[src/rtl/quad_enc_gen.sv]
// quad_enc_gen: quadrature encoder signal generator driven by signed step/period move commands
//   Clk       in   system clock, posedge
//   reset     in   synchronous, active-low reset
//   CmdValid  in   command present
//   CmdReady  out  command can be accepted (registered)
//   CmdSteps  in   signed edge count, >0 forward, <0 reverse
//   CmdPeriod in   Clk cycles between edges, clamped up to MIN_PERIOD
//   Abort     in   stop current command / block acceptance
//   SigA/SigB out  quadrature pair (registered)
//   Busy      out  command in progress
//   Done      out  one-cycle completion pulse
//   Position  out  running signed edge count, wraps
module quad_enc_gen #(
  parameter int CNT_W      = 16,
  parameter int PER_W      = 16,
  parameter int POS_W      = 32,
  parameter int MIN_PERIOD = 2
) (
  input  logic                    Clk,
  input  logic                    reset,
  input  logic                    CmdValid,
  output logic                    CmdReady,
  input  logic signed [CNT_W-1:0] CmdSteps,
  input  logic [PER_W-1:0]        CmdPeriod,
  input  logic                    Abort,
  output logic                    SigA,
  output logic                    SigB,
  output logic                    Busy,
  output logic                    Done,
  output logic signed [POS_W-1:0] Position
);
  typedef enum logic {IDLE, RUN} state_t;
  state_t             state_q, state_d;
  logic               ready_q, ready_d;
  logic               done_q, done_d;
  logic               a_q, a_d, b_q, b_d;
  logic               dir_q, dir_d;
  logic [CNT_W-1:0]   rem_q, rem_d;
  logic [PER_W-1:0]   per_q, per_d;
  logic [PER_W-1:0]   tmr_q, tmr_d;
  logic [POS_W-1:0]   pos_q, pos_d;
  logic [PER_W-1:0]   p;
  logic               accept;
  assign accept   = CmdValid & ready_q & ~Abort;
  assign p        = (CmdPeriod < PER_W'(MIN_PERIOD)) ? PER_W'(MIN_PERIOD) : CmdPeriod;
  assign CmdReady = ready_q;
  assign Busy     = (state_q == RUN);
  assign Done     = done_q;
  assign SigA     = a_q;
  assign SigB     = b_q;
  assign Position = pos_q;
  always_comb begin
    state_d = state_q;
    ready_d = ready_q;
    done_d  = 1'b0;
    a_d     = a_q;
    b_d     = b_q;
    dir_d   = dir_q;
    rem_d   = rem_q;
    per_d   = per_q;
    tmr_d   = tmr_q;
    pos_d   = pos_q;
    if (state_q == IDLE) begin
      if (accept && CmdSteps == '0) begin
        done_d = 1'b1;
      end else if (accept) begin
        state_d = RUN;
        ready_d = 1'b0;
        // unsigned magnitude, so the most negative count still yields 2^(CNT_W-1)
        rem_d   = CmdSteps[CNT_W-1] ? -CmdSteps : CmdSteps;
        dir_d   = ~CmdSteps[CNT_W-1];
        per_d   = p;
        tmr_d   = p - PER_W'(1);
      end
    end else if (Abort) begin
      state_d = IDLE;
      ready_d = 1'b1;
    end else if (tmr_q == '0) begin
      // forward 00->10->11->01, reverse is the mirror; one channel flips per edge
      a_d   = dir_q ? ~b_q : b_q;
      b_d   = dir_q ? a_q : ~a_q;
      pos_d = pos_q + (dir_q ? POS_W'(1) : '1);
      rem_d = rem_q - CNT_W'(1);
      tmr_d = per_q - PER_W'(1);
      if (rem_q == CNT_W'(1)) begin
        state_d = IDLE;
        ready_d = 1'b1;
        done_d  = 1'b1;
      end
    end else begin
      tmr_d = tmr_q - PER_W'(1);
    end
  end
  always_ff @(posedge Clk) begin
    if (!reset) begin
      state_q <= IDLE;
      ready_q <= 1'b1;
      done_q  <= 1'b0;
      a_q     <= 1'b0;
      b_q     <= 1'b0;
      dir_q   <= 1'b0;
      rem_q   <= '0;
      per_q   <= '0;
      tmr_q   <= '0;
      pos_q   <= '0;
    end else begin
      state_q <= state_d;
      ready_q <= ready_d;
      done_q  <= done_d;
      a_q     <= a_d;
      b_q     <= b_d;
      dir_q   <= dir_d;
      rem_q   <= rem_d;
      per_q   <= per_d;
      tmr_q   <= tmr_d;
      pos_q   <= pos_d;
    end
  end
endmodule
[config.mk]
export PLATFORM = sky130hd
export DESIGN_NAME = quad_enc_gen
export DESIGN_NICKNAME = d
export VERILOG_FILES = /design/src/rtl/quad_enc_gen.sv
export SDC_FILE = /design/constraint.sdc
export NUM_CORES = 1
export LEC_CHECK = 0
export BUFFER_PORTS_ARGS = -buffer_cell sky130_fd_sc_hd__buf_4
export CAP_MARGIN = 20
export CORE_MARGIN = 2
export CORE_UTILIZATION = 45
export CTS_CLUSTER_DIAMETER = 80
export DETAILED_ROUTE_END_ITERATION = 8
export PLACE_DENSITY = 0.67
export SYNTH_ARGS = -nofsm -noshare
export SYNTH_HDL_FRONTEND = slang
export SYNTH_SLANG_ARGS = --single-unit
[constraint.sdc]
create_clock -name Clk -period 3.7 [get_ports Clk]
set_clock_uncertainty 0.2 [all_clocks]
set_input_delay 0.185 -clock Clk [delete_from_list [all_inputs] [get_ports Clk]]
set_output_delay 0.185 -clock Clk [all_outputs]
set_load 0.1 [all_outputs]
==> flow_metrics.tcl, run 1 <==
set metrics [dict create \
    outcome "finished clean" \
    core_um2 13200 \
    cpPeakStageDelay_ns 0.51 \
    setup_viol 0 \
    worstMarginPinSlew_ns 0.767 \
    fmaxAchievable_mhz 300 \
    min-delay-start "reset" \
    clk_pin_slew_ns 0.06 \
    async_flop_share_pct 0 \
    cp_slowest_cell "a2111oi_0" \
    worstSetupEndpointType "flip-flop" \
    r2r_slack_ns 0.37 \
    stdcell_area_um2 7180 \
    placed_cells 1015 \
    viasPerCell 5.97 \
    cp.required_ns 3.73 \
    cp_max_fo 15 \
    worstHoldPathType "in -> reg" \
    irDropWorstVdd_mv 0.193 \
    grt_setup_unrepaired "false" \
    rows 42 \
    areaGrowthSynthToFinish_pct 18.9 \
    yosysWarningCount 0 \
    detail_route.wirelength_um 17200 \
    first_pass_iters 5 \
    drt_iter0_markers 521 \
    dieArea_um2 14400 \
    num_antenna_cells 0 \
    vias 6241 \
    port_buffers 72 \
    avgSynthCellArea_um2 7.62 \
    antenna_left 0 \
    cts_sinks 86 \
    final_nets 937 \
    crit_start "dir_q$_SDFFE_PN0P_" \
    antenna_found_initial 0 \
    power_mw 2.60 \
    grt_pass1_vias 5896 \
    nFillCells 1265 \
    chipWidth_um 120 \
    die_h_um 120 \
    report.final.slew_viol_count 0 \
    p_per_area_nw_per_um2 362 \
    cts_buffers 9 \
    ys_ff_latch 86 \
    syn_inst 793 \
    syn_nets 864 \
    r2r_start "dir_q$_SDFFE_PN0P_" \
    cp_cell_sequence "inv_1 > buf_4 > ha_1 > nand2_1 > o21ai_0 > a2111oi_0 > a211o_1 > a21oi_1 > a211oi_1 > xor2_1 > o21ai_0" \
    cp_data_arrival_time_ns 3.37 \
    power.leakage_nw 2.83 \
    hpwl_um 12300 \
    crit_top_cell "o21ai_0" \
    ctsResizeCount 0 \
    cp_num_buf_inv 2 \
    synthFlopType "dfxtp_1" \
    ios 73 \
    min_period_over_period_pct 90.1 \
    finalHoldViolCount 0 \
    crit_type "reg -> reg" \
    htreeDepth 3 \
    synth_edf_count 0 \
    period_needed_ns 3.33 \
    instances_no_fill 1046 \
    seq_area_frac_synth_pct 28.5 \
    routabilityCongestion 0.942 \
    clockBufferDepth 2 \
    cp-start-kind "flip-flop" \
    avgRoutedWirePerCell_um 16.5 \
    grt_first_pass_wirelength_um 28300 \
    ys_types 66 \
    grt.total_usage_pct 24.2 \
    cts_tree "built" \
    drive_gt1_share_pct 12.9 \
    tns_ns 0 \
    place_area_um2 6750 \
    grt_max_degree 43 \
    drcViolationCount 0 \
    cp_top_family "compound AO/OA/AOI/OAI gates" \
    cap_violations 0 \
    insertion_delay_ns 0.35 \
    netlist_area_um2 6040 \
    relSlewSlack_pct 48.8 \
    cts-root-buf "clkbuf_16" \
    overflow 0 \
    finalCoreUtilization_pct 54.5 \
    start_util_pct 45.8 \
]
==> stage by stage <==
step | hold slack (ns) | setup slack, ns
after floorplan | 0.121 | 0.154
after global placement | 0.242 | 0.480
after detailed placement | 0.251 | 0.384
after CTS | 0.00323 | 0.370
after global routing | 0.0425 | 0.0227
final | 0.0167 | 0.366
==> power by group <==
group | total [mW] | switching [mW] | internal [mW]
registers | 1.02 | 0.0456 | 0.971
logic | 0.708 | 0.439 | 0.269
clock network | 0.875 | 0.388 | 0.487
==> layer usage <==
| layer | GRT usage (%) | vias up | wire, um |
|---|---|---|---|
| li1 | - | 3094 | - |
| met1 | 32.0 | 2898 | 7830 |
| met2 | 39.8 | 209 | 7940 |
| met3 | 2.85 | 40 | 998 |
| met4 | 10.7 | 0 | 452 |
| met5 | 0 | - | 0 |
==> synthesized netlist by cell type (7+ instances only) <==
cell type	count	share of area (%)
or3_1	13	1.3
o21a_1	8	0.99
inv_1	15	0.93
a22oi_1	17	2.1
nand2_1	93	5.8
nor4_1	9	0.93
nor3_1	21	1.7
a21oi_1	80	6.6
o21ai_0	53	4.4
a311oi_1	10	1.4
o22ai_1	10	1.0
a211oi_1	20	2.5
xor2_1	20	2.9
ha_1	34	7.0
buf_2	9	0.75
dfxtp_1	86	28
o31ai_1	8	0.99
a31oi_1	12	1.2
nor2b_1	7	0.72
nand3_1	19	1.6
o211ai_1	7	0.87
o21bai_1	9	1.1
a21o_1	15	1.9
nand4_1	11	1.1
xnor2_1	29	4.2
clkbuf_1	28	1.7
nor2_1	77	4.8
==> path summary, 6_finish.rpt <==
kind | endpoint | cells past startpoint
worst min-delay path | CmdReady$_SDFFE_PN1P_ | 2
worst max-delay path | Position[30]$_SDFFE_PN0P_ | 11
worst min register to register | per_q[7]$_SDFFE_PN0P_ | 2
worst max register to register | Position[30]$_SDFFE_PN0P_ | 11
==> cell type report <==
cell class	instances	area, um2	area share, %
multi-input cells	651	4100	57.1
clock inverters	3	20.0	0.279
repair buffers	102	806	11.2
inverters	16	60.1	0.836
flip-flops and latches	86	1720	24.0
well taps	176	220	3.07
clock buffers	12	256	3.57
==> what timing repair did <==
action,4_1_cts,5_1_grt
setup endpoints to repair,0,0
hold endpoints to repair,16,0
buffers inserted,0,0
hold buffers,16,0
==> kinds of logic (layout without fill, tap and decap cells) <==
| family | after synthesis | after routing | share of synthesized area [%] |
|---|---|---|---|
| flip-flops | 86 | 86 | 28.5 |
| buffers and inverters | 56 | 133 | 3.79 |
| multiplexers | 4 | 4 | 0.663 |
| XOR/XNOR | 49 | 49 | 7.10 |
| AND/OR/NAND/NOR | 282 | 282 | 22.5 |
| adder cells (fa/ha/maj) | 35 | 35 | 7.37 |
| AO/OA/AOI/OAI | 281 | 281 | 30.1 |
==> cells in the final DEF (no fill, tap or decap), types with 16 or more instances in the layout <==
cell type / count
buf_4: 86
nand2_1: 93
a211oi_1: 20
xor2_1: 20
nor3_1: 21
xnor2_1: 29
dlygate4sd3_1: 16
a22oi_1: 17
a21oi_1: 80
ha_1: 34
o21ai_0: 53
dfxtp_1: 85
nand3_1: 19
nor2_1: 77
==> registers in the layout (all words and copies together) (netlist names) <==
name / count
Busy: 1
CmdReady: 1
Done: 1
Position: 32
SigA: 1
SigB: 1
dir_q: 1
per_q: 16
rem_q: 16
tmr_q: 16
==> worst register-to-register path: stages, from the launching register on <==
cell and delay (ns):
dfxtp_1 0.31, inv_1 0.41, buf_4 0.30, ha_1 0.32, nand2_1 0.09, o21ai_0 0.07, a2111oi_0 0.51, a211o_1 0.25
a21oi_1 0.18, a211oi_1 0.34, xor2_1 0.16, o21ai_0 0.08
No activity file was read; power rests on OpenSTA's default activity.
==> run 2: changes to the inputs <==
CTS_BUF_LIST = sky130_fd_sc_hd__clkbuf_4 sky130_fd_sc_hd__clkbuf_8   (was not set)
==> flow_metrics.tcl, run 2 (same netlist as run 1, synthesis figures left out) <==
set metrics [dict create \
    cts_tree "built" \
    cp_max_fo 15 \
    fmaxAchievable_mhz 301 \
    drt_iter0_markers 536 \
    hpwl_um 12300 \
    detail_route.wirelength_um 17100 \
    largest_reg_flops 32 \
    min-delay-start "CmdSteps[13]" \
    cap_violations 0 \
    clockBufferDepth 2 \
    r2r_start "dir_q$_SDFFE_PN0P_" \
    core_um2 13200 \
    grt_pass1_vias 5903 \
    overflow 0 \
    relSlewSlack_pct 48.0 \
    drive_gt1_share_pct 13.0 \
    ios 73 \
    grt.total_usage_pct 24.0 \
    vias 6275 \
    cp.required_ns 3.76 \
    avgRoutedWirePerCell_um 16.4 \
    r2r_cells 11 \
    areaGrowthSynthToFinish_pct 17.4 \
    period_needed_ns 3.32 \
    insertion_delay_ns 0.37 \
    stdcell_area_um2 7100 \
    viasPerCell 5.99 \
    drcViolationCount 0 \
    holdPathStages 4 \
    worstSetupEndpointType "flip-flop" \
    rows 42 \
    power.leakage_nw 2.80 \
    min_period_over_period_pct 89.8 \
    r2r_end "Position[30]$_SDFFE_PN0P_" \
    first_pass_iters 6 \
    crit_type "reg -> reg" \
    htreeDepth 3 \
    antenna_left 0 \
    report.final.slew_viol_count 0 \
    cts_setup_buffers 0 \
    outcome "finished clean" \
    p_per_area_nw_per_um2 332 \
    place_area_um2 6750 \
    worstMarginPinSlew_ns 0.779 \
    cts_sinks 86 \
    grt_first_pass_wirelength_um 28200 \
    dieArea_um2 14400 \
    layout_commonest_cell "nand2_1" \
    min_to "rem_q[13]$_SDFFE_PN0P_" \
    irDropWorstVdd_mv 0.181 \
    worstHoldPathType "in -> reg" \
    clk_pin_slew_ns 0.09 \
    cp_data_arrival_time_ns 3.38 \
    finalHoldViolCount 0 \
    cts_buffers 9 \
    grt_setup_unrepaired "false" \
    num_antenna_cells 0 \
    cts-root-buf "clkbuf_8" \
    tns_ns 0 \
    port_buffers 72 \
    r2r_slack_ns 0.38 \
    routabilityCongestion 0.942 \
    start_util_pct 45.8 \
    grt_max_degree 43 \
    setup_viol 0 \
    chipWidth_um 120 \
    antenna_found_initial 0 \
    nFillCells 1280 \
    cp-start-kind "flip-flop" \
    final_nets 938 \
    layout_common_cells "nand2_1, buf_4, dfxtp_1" \
    die_h_um 120 \
]
[run 2: critical path, cell delays in order, from the launching register on]
cell	delay, ns
dfxtp_1	0.32
inv_1	0.41
buf_4	0.29
ha_1	0.32
nand2_1	0.09
o21ai_0	0.07
a2111oi_0	0.51
a211o_1	0.25
a21oi_1	0.17
a211oi_1	0.34
xor2_1	0.16
o21ai_0	0.08
[run 2: what timing repair did]
action	4_1_cts	5_1_grt
setup endpoints to repair	0	0
endpoints found under the hold margin	17	0
gates resized for setup	0	0
hold buffers	17	0
[run 2: power breakdown]
part	leakage (nW)	total (mW)	switching, mW	internal (mW)
clock	0.0879	0.635	0.351	0.284
combinational	2.01	0.706	0.437	0.269
sequential	0.700	1.02	0.0456	0.970
[run 2: routing by layer]
| metal | wire [um] | vias up | GRT usage, % |
|---|---|---|---|
| li1 | - | 3102 | - |
| met1 | 7710 | 2909 | 31.8 |
| met2 | 7980 | 227 | 40.0 |
| met3 | 1040 | 37 | 2.85 |
| met4 | 407 | 0 | 8.90 |
| met5 | 0 | - | 0 |
[run 2: final cells by class]
class                   count  area (um2)  area share [%]
clock buffers              12         159            2.24
flip-flops and latches     86        1720            24.3
repair buffers            103         816            11.5
inverters                  16        60.1           0.846
well taps                 176         220            3.10
clock inverters             3        20.0           0.282
multi-input cells         651        4100            57.8
[run 2: worst max-delay path by stage]
stage                             from                   endpoint  slack, ns
global placement    dir_q$_SDFFE_PN0P_  Position[30]$_SDFFE_PN0P_       0.48
CTS                 dir_q$_SDFFE_PN0P_  Position[30]$_SDFFE_PN0P_       0.37
global route        dir_q$_SDFFE_PN0P_  Position[30]$_SDFFE_PN0P_       0.02
detailed placement  dir_q$_SDFFE_PN0P_  Position[30]$_SDFFE_PN0P_       0.38
finish              dir_q$_SDFFE_PN0P_  Position[30]$_SDFFE_PN0P_       0.38
floorplan              Busy$_SDFF_PN0_      tmr_q[8]$_SDFFE_PN0P_       0.15
[run 2: per-stage QoR]
step	instances	power (mW)	setup WS [ns]	utilization [%]	hold WS, ns
floorplan	793	1.54	0.154	-	0.121
global placement	1015	1.71	0.480	51.2	0.242
detailed placement	1015	1.72	0.384	51.2	0.251
CTS	1047	2.37	0.367	53.8	0.00534
global route	1047	2.48	0.0195	53.8	0.0353
finish	1047	2.36	0.379	53.8	0.0119
